===== config.mk =====
export PLATFORM = sky130hd
export DESIGN_NAME = alu_exec_stage
export DESIGN_NICKNAME = d
export VERILOG_FILES = /design/src/rtl/alu_exec_stage_pkg.sv /design/src/rtl/alu_exec_stage_op_decode.sv /design/src/rtl/alu_exec_stage.sv
export SDC_FILE = /design/constraint.sdc
export NUM_CORES = 1
export LEC_CHECK = 0
export ABC_CLOCK_PERIOD_IN_PS = 1100
export CORE_ASPECT_RATIO = 0.7
export CORE_MARGIN = 5
export CORE_UTILIZATION = 53
export DETAILED_ROUTE_END_ITERATION = 10
export PLACE_DENSITY = 0.91
export SETUP_SLACK_MARGIN = 0.05
export SYNTH_ARGS = -nofsm -noshare
export SYNTH_HDL_FRONTEND = slang
export SYNTH_SLANG_ARGS = --single-unit

===== constraint.sdc =====
create_clock -name clk -period 1.1 [get_ports clk]
set_clock_uncertainty 0.1 [all_clocks]
set_input_delay 0.165 -clock clk [delete_from_list [all_inputs] [get_ports clk]]
set_output_delay 0.165 -clock clk [all_outputs]
set_load 0.01 [all_outputs]

===== src/rtl/alu_exec_stage_pkg.sv =====
// Shared constants for the execute stage: ALU op codes, ALUOp encodings, default width.
package alu_exec_stage_pkg;

  localparam int WIDTH_DEF = 32;

  localparam logic [2:0] ALU_AND = 3'b000;
  localparam logic [2:0] ALU_OR  = 3'b001;
  localparam logic [2:0] ALU_ADD = 3'b010;
  localparam logic [2:0] ALU_SUB = 3'b110;
  localparam logic [2:0] ALU_SLT = 3'b111;

  // {ALUOp[1], ALUOp[0]} from main control
  typedef enum logic [1:0] {
    ALUOP_MEM   = 2'b00,
    ALUOP_BR    = 2'b01,
    ALUOP_RTYPE = 2'b10
  } aluop_e;

endpackage


===== src/rtl/alu_exec_stage_op_decode.sv =====
// ALU control: maps ALUOp and the low funct bits to a 3-bit ALU operation code.
module alu_op_decode
  import alu_exec_stage_pkg::*;
(
  input  logic       i_aluop1,
  input  logic       i_aluop0,
  input  logic [3:0] i_funct,
  output logic [2:0] o_gout
);

  // Branch compare takes priority over the R-type field decode.
  always_comb begin
    o_gout = ALU_ADD;
    if (i_aluop0)                           o_gout = ALU_SUB;
    else if (i_aluop1) begin
      if      (!i_funct[3] && i_funct[1])   o_gout = ALU_SUB;
      else if ( i_funct[3] && i_funct[1])   o_gout = ALU_SLT;
      else if ( i_funct[2] && i_funct[0])   o_gout = ALU_OR;
      else if ( i_funct[2] && !i_funct[0])  o_gout = ALU_AND;
      else                                  o_gout = ALU_ADD;
    end
  end

endmodule


===== src/rtl/alu_exec_stage.sv =====
// Registered execute stage: ALU control decode, ALU with flags, PC+4 and branch target.
module alu_exec_stage
  import alu_exec_stage_pkg::*;
#(
  parameter int WIDTH  = WIDTH_DEF,
  parameter int PC_INC = 4
) (
  input  logic             clk,
  input  logic             rst_n,
  input  logic             valid_in,
  input  logic             aluop1,
  input  logic             aluop0,
  input  logic [3:0]       funct,
  input  logic [WIDTH-1:0] a,
  input  logic [WIDTH-1:0] b,
  input  logic [WIDTH-1:0] pc,
  input  logic [WIDTH-1:0] offset,
  output logic             valid_out,
  output logic [2:0]       gout,
  output logic [WIDTH-1:0] sum,
  output logic             zout,
  output logic             vout,
  output logic             grtz,
  output logic [WIDTH-1:0] pc_plus4,
  output logic [WIDTH-1:0] br_target
);

  logic [2:0]       w_gout;
  logic [WIDTH-1:0] w_add, w_sub, w_res, w_pc4, w_br;
  logic             w_lt, w_v, w_z, w_gtz;

  alu_op_decode u_dec (
    .i_aluop1 (aluop1),
    .i_aluop0 (aluop0),
    .i_funct  (funct),
    .o_gout   (w_gout)
  );

  assign w_add = a + b;
  assign w_sub = a - b;
  // True signed compare, so slt stays correct when a-b overflows.
  assign w_lt  = $signed(a) < $signed(b);

  always_comb begin
    w_res = '0;
    w_v   = 1'b0;
    case (w_gout)
      ALU_AND: w_res = a & b;
      ALU_OR:  w_res = a | b;
      ALU_ADD: begin
        w_res = w_add;
        w_v   = (a[WIDTH-1] == b[WIDTH-1]) && (w_add[WIDTH-1] != a[WIDTH-1]);
      end
      ALU_SUB: begin
        w_res = w_sub;
        w_v   = (a[WIDTH-1] != b[WIDTH-1]) && (w_sub[WIDTH-1] != a[WIDTH-1]);
      end
      ALU_SLT: w_res = {{(WIDTH-1){1'b0}}, w_lt};
      default: begin
        w_res = '0;
        w_v   = 1'b0;
      end
    endcase
  end

  assign w_z   = (w_res == '0);
  assign w_gtz = !w_res[WIDTH-1] && !w_z;
  assign w_pc4 = pc + WIDTH'(PC_INC);
  assign w_br  = w_pc4 + {offset[WIDTH-3:0], 2'b00};

  logic             r_valid;
  logic [2:0]       r_gout;
  logic [WIDTH-1:0] r_sum, r_pc4, r_br;
  logic             r_z, r_v, r_gtz;

  always_ff @(posedge clk or negedge rst_n) begin
    if (!rst_n) begin
      r_valid <= 1'b0;
      r_gout  <= '0;
      r_sum   <= '0;
      r_z     <= 1'b0;
      r_v     <= 1'b0;
      r_gtz   <= 1'b0;
      r_pc4   <= '0;
      r_br    <= '0;
    end else begin
      r_valid <= valid_in;
      if (valid_in) begin
        r_gout <= w_gout;
        r_sum  <= w_res;
        r_z    <= w_z;
        r_v    <= w_v;
        r_gtz  <= w_gtz;
        r_pc4  <= w_pc4;
        r_br   <= w_br;
      end
    end
  end

  assign valid_out = r_valid;
  assign gout      = r_gout;
  assign sum       = r_sum;
  assign zout      = r_z;
  assign vout      = r_v;
  assign grtz      = r_gtz;
  assign pc_plus4  = r_pc4;
  assign br_target = r_br;

endmodule


==> flow_summary.ini, run 1 <==
[logic_synthesis]
yosysTopAreaCell = dfrtp_1
async_flop_share_pct = 100
ys_warn_count = 0
synth.avg_cell_area_um2 = 8.25
ys_seq_area_share_pct = 23.5
synthDistinctLibCells = 86
synthesis.area_um2 = 10800
ys_ff_latch = 101
synth-edff-count = 0
netlist_instances = 1304
syn_nets = 1573
synth_top_area_share_pct = 23.5
synth_flop_cell = dfrtp_1
synth.area.top_cells = dfrtp_1 23%, ha_1 15%, mux2_2 6.9%

[floorplanning]
start_util_pct = 54.0
ios = 240
die_h_um = 129
dieWidth_um = 180
row_count = 43

[run_status]
haltStage = clock tree synthesis
error = [ERROR DPL-0038] Utilization greater than 100%, impossible to legalize
outcome = aborted with a tool error

[placement]
io_buffers = 237
post-place-cells = 2205
hpwl_um = 42800
dp_worst_setup_slack_ns = -3.46
routabilityCongestion = 1.13

[cts]
cts_buffer_depth = 2
cts_setup_buffers = 100
cts_sinks = 101
ctsHoldBuffers = 1
cts-resized-gates = 593
htree_levels = 3
numCtsBuffers = 9
cts-root-buf = clkbuf_16
## kinds of logic after synthesis
kind of cell | Yosys count | share of synthesized area [%]
adders and majority gates | 132 | 15.6
DFF | 101 | 23.5
muxes | 91 | 9.24
buffers and inverters | 193 | 6.90
AOI/OAI and AO/OA | 376 | 23.6
xor gates and xnor gates | 72 | 5.86
and+or+nand+nor | 339 | 15.3
## per-stage QoR
| stage | area (um^2) | hold WS [ns] |
|---|---|---|
| after floorplan | 11600 | -0.231 |
| after global placement | 17300 | -0.0446 |
| after detailed placement | 17300 | -0.0359 |
## cell usage after synthesis, drive strengths merged (6+ instances only)
master,count
inv,131
ha,129
a21oi,126
nor2,105
dfrtp,101
nand2,81
mux2,66
xnor2,59
clkbuf,53
o21ai,53
nand3,34
mux2i,25
nor3,25
o21bai,20
a211oi,19
a21o,17
nand4,15
nor2b,13
o221ai,13
xor2,13
o211ai,12
o21a,11
a31oi,10
and3,10
nor4,10
o31ai,10
a221o,9
buf,9
nand2b,8
o22ai,8
a2111oi,7
a221oi,7
o311ai,7
or2,7
a22oi,6
and4,6
==> run 2, diff against run 1 <==
Settings changed: CORE_ASPECT_RATIO 0.7 to default, CORE_UTILIZATION 53 to 40, PLACE_DENSITY 0.91 to default, PLACE_DENSITY_LB_ADDON from default to 0.15, SETUP_SLACK_MARGIN 0.05 to default.
==> run 2 against run 1 <==
Effect of this change:
- the flow now finishes, with violations (setup timing)
- area after synthesis unchanged
- synthesized cell count unchanged
==> flow_summary.ini, run 2 <==
[worst_setup_path]
crit_family = compound AO/OA/AOI/OAI gates
worstSetupEndpointType = flop
cp_data_arrival_time_ns = 3.67
critPathBufInv = 4
crit_chain = buf_8 -> nand3_4 -> nor2_4 -> buf_6 -> nand4_1 -> buf_6 -> xnor2_4 -> ha_4 -> a21o_1 -> a21oi_2 -> o21ai_1 -> a21oi_2 -> buf_4 -> a31oi_4 -> a221o_1 -> a41oi_2 -> nand2b_1 -> a21oi_2 -> xnor2_1 -> mux2_4
worst-path-max-fanout = 4
slowest_delay_ns = 0.39
crit_type = input port to flop
cp.required_ns = 1.26
rrSetupSlack_ns = -0.03
cpMaxStageDelayCell = a221o_1
start_kind = input port
crit_path_frequent_cell = a21oi_2

[logic_synthesis]
ys_warn_count = 0
synthDistinctLibCells = 86
synth.most_common_cell = inv_1
yosysTopAreaCell = dfrtp_1
ys_seq_area_share_pct = 23.5
synth_common_cells = 131 x inv_1, 129 x ha_1, 125 x a21oi_1
ys_ff_latch = 101
synth.avg_cell_area_um2 = 8.25
synth.area.top_cells = dfrtp_1 23%, ha_1 15%, mux2_2 6.9%
synth_flop_cell = dfrtp_1
synth_top_area_share_pct = 23.5
syn_nets = 1573
netlist_instances = 1304
async_flop_share_pct = 100
synth-edff-count = 0
synthesis.area_um2 = 10800

[final_layout]
fin_util_pct = 79.0
area_growth_pct = 96.4
layout_common_cells = 528 x buf_4, 126 x buf_6, 101 x dfrtp_1
drive_gt1_share_pct = 58.3
fill_cells = 1684
seq_area_um2 = 2530
mostFrequentLayoutCell = buf_4
final-instance-count-excl-fill = 2456
num-nets-final = 2378
multi_input_area_um2 = 10200

[cts]
clk_latency_ns = 0.37
cts_buffer_depth = 2
cts_sinks = 101
clk_pin_slew_ns = 0.10
numCtsBuffers = 9
cts-root-buf = clkbuf_16
htree_levels = 3
cts_tree = done

[drt]
first_pass_iters = 5
vias = 13700
drtAntennaViolNets = 0
wl_per_cell_um = 20.9
drt-total-wl_um = 51400
drc = 0
vias_per_cell = 5.59
drtIter0Drc = 1035

[sta]
period_share_pct = 320
setup_ws_ns = -2.42
slew_violations = 0
rsz0062_at_grt = true
fin_setup_tns_ns = -116.38
hold_slack_ns = 0.134
relSlewSlack_pct = 56.7
tightest_slew_ns = 0.641
setup-violations-final = 192
fmax_ghz = 0.284
period_minus_slack_ns = 3.52
hold_viol = 0

[grt]
antenna_found_initial = 1
top_usage_layer = met2
grt_max_degree = 45
grt_remaining_overflow = 0
grt_pass1_wl_um = 72100
use_met2_pct = 51.4
met1_usage_pct = 34.8
grt_pass1_vias = 13800
use_met3_pct = 4.41
track_usage_pct = 29.1

[run_status]
violations = setup timing
outcome = complete, but fails checks

[placement]
hpwl_um = 34600
io_buffers = 237
post-place-cells = 2293
routabilityCongestion = 0.943

[power]
powerDensity_nw_per_um2 = 980
ir_worst_vdd_mv = 0.920
cellLeakagePower_nw = 9.96
total_power_mw = 20.7

[floorplanning]
row_count = 60
dieWidth_um = 174
die_h_um = 174
dieArea_um2 = 30300
start_util_pct = 40.2
ios = 240
core_area_um2 = 26700

[hold_path]
holdCritPathClass = input port to async pin

[run]
cap_violations = 0
[run 2: cell counts after synthesis]
Identical to the previous run, type by type.
[run 2: layout make-up]
class,count,share of cell area (%)
multi-input cells,1010,48.2
repair buffers,856,33.7
flip-flops and latches,101,12.0
inverters,131,2.65
well taps,341,2.02
clock buffers,9,1.07
clock inverters,7,0.421
diodes,1,0.0118
[run 2: worst paths after layout]
kind,endpoint,cells after the start,from
max reg2reg,pc_plus4[14],3,pc_plus4[14]
min reg2reg,pc_plus4[28],1,pc_plus4[28]
min in group clk,gout[2],4,aluop0
min,br_target[16],2,rst_n
max,br_target[28],20,pc[4]
max in group asynchronous,br_target[27],3,rst_n
[run 2: cells by family after synthesis]
kind of cell             synth area share, %
AND/OR/NAND/NOR                         15.3
flip-flops                              23.5
buffers and inverters                   6.90
multiplexers                            9.24
adder cells (fa/ha/maj)                 15.6
AO/OA/AOI/OAI                           23.6
XOR/XNOR                                5.86
[run 2: power breakdown]
part           total [mW]  switching [mW]  internal [mW]
sequential           4.84           0.469           4.38
combinational        12.3            5.74           6.55
clock                3.57            1.92           1.65
total                20.7            8.13           12.6
[run 2: what timing repair did]
item,CTS,global route
pin swaps,174,167
cloned,0,0
hold buffers,1,0
setup endpoints to repair,200,192
setup buffers,73,103
resized for setup,491,529
endpoints found under the hold margin,101,0
[run 2: routing by layer]
layer | share of wire [%] | routed length (um)
met2 | 50 | 25800
met1 | 39 | 20000
met3 | 5.9 | 3010
met5 | 0 | 0
met4 | 5.0 | 2570
[run 2: per-stage QoR]
stage	cell area, um^2	worst slack, ns
after global routing	21100	-2.50
after floorplan	11600	-2.24
after CTS	19500	-2.32
after detailed placement	17600	-3.22
after global placement	17600	-3.14
final	21100	-2.42
[run 2: worst reg2reg max path, delay by kind of cell (launching register included)]
kind	cells	cell delay [ns]
mux	1	0.26
flops	1	0.40
buf+inv	2	0.26
Note: power is estimated with default switching activity, not from simulation.
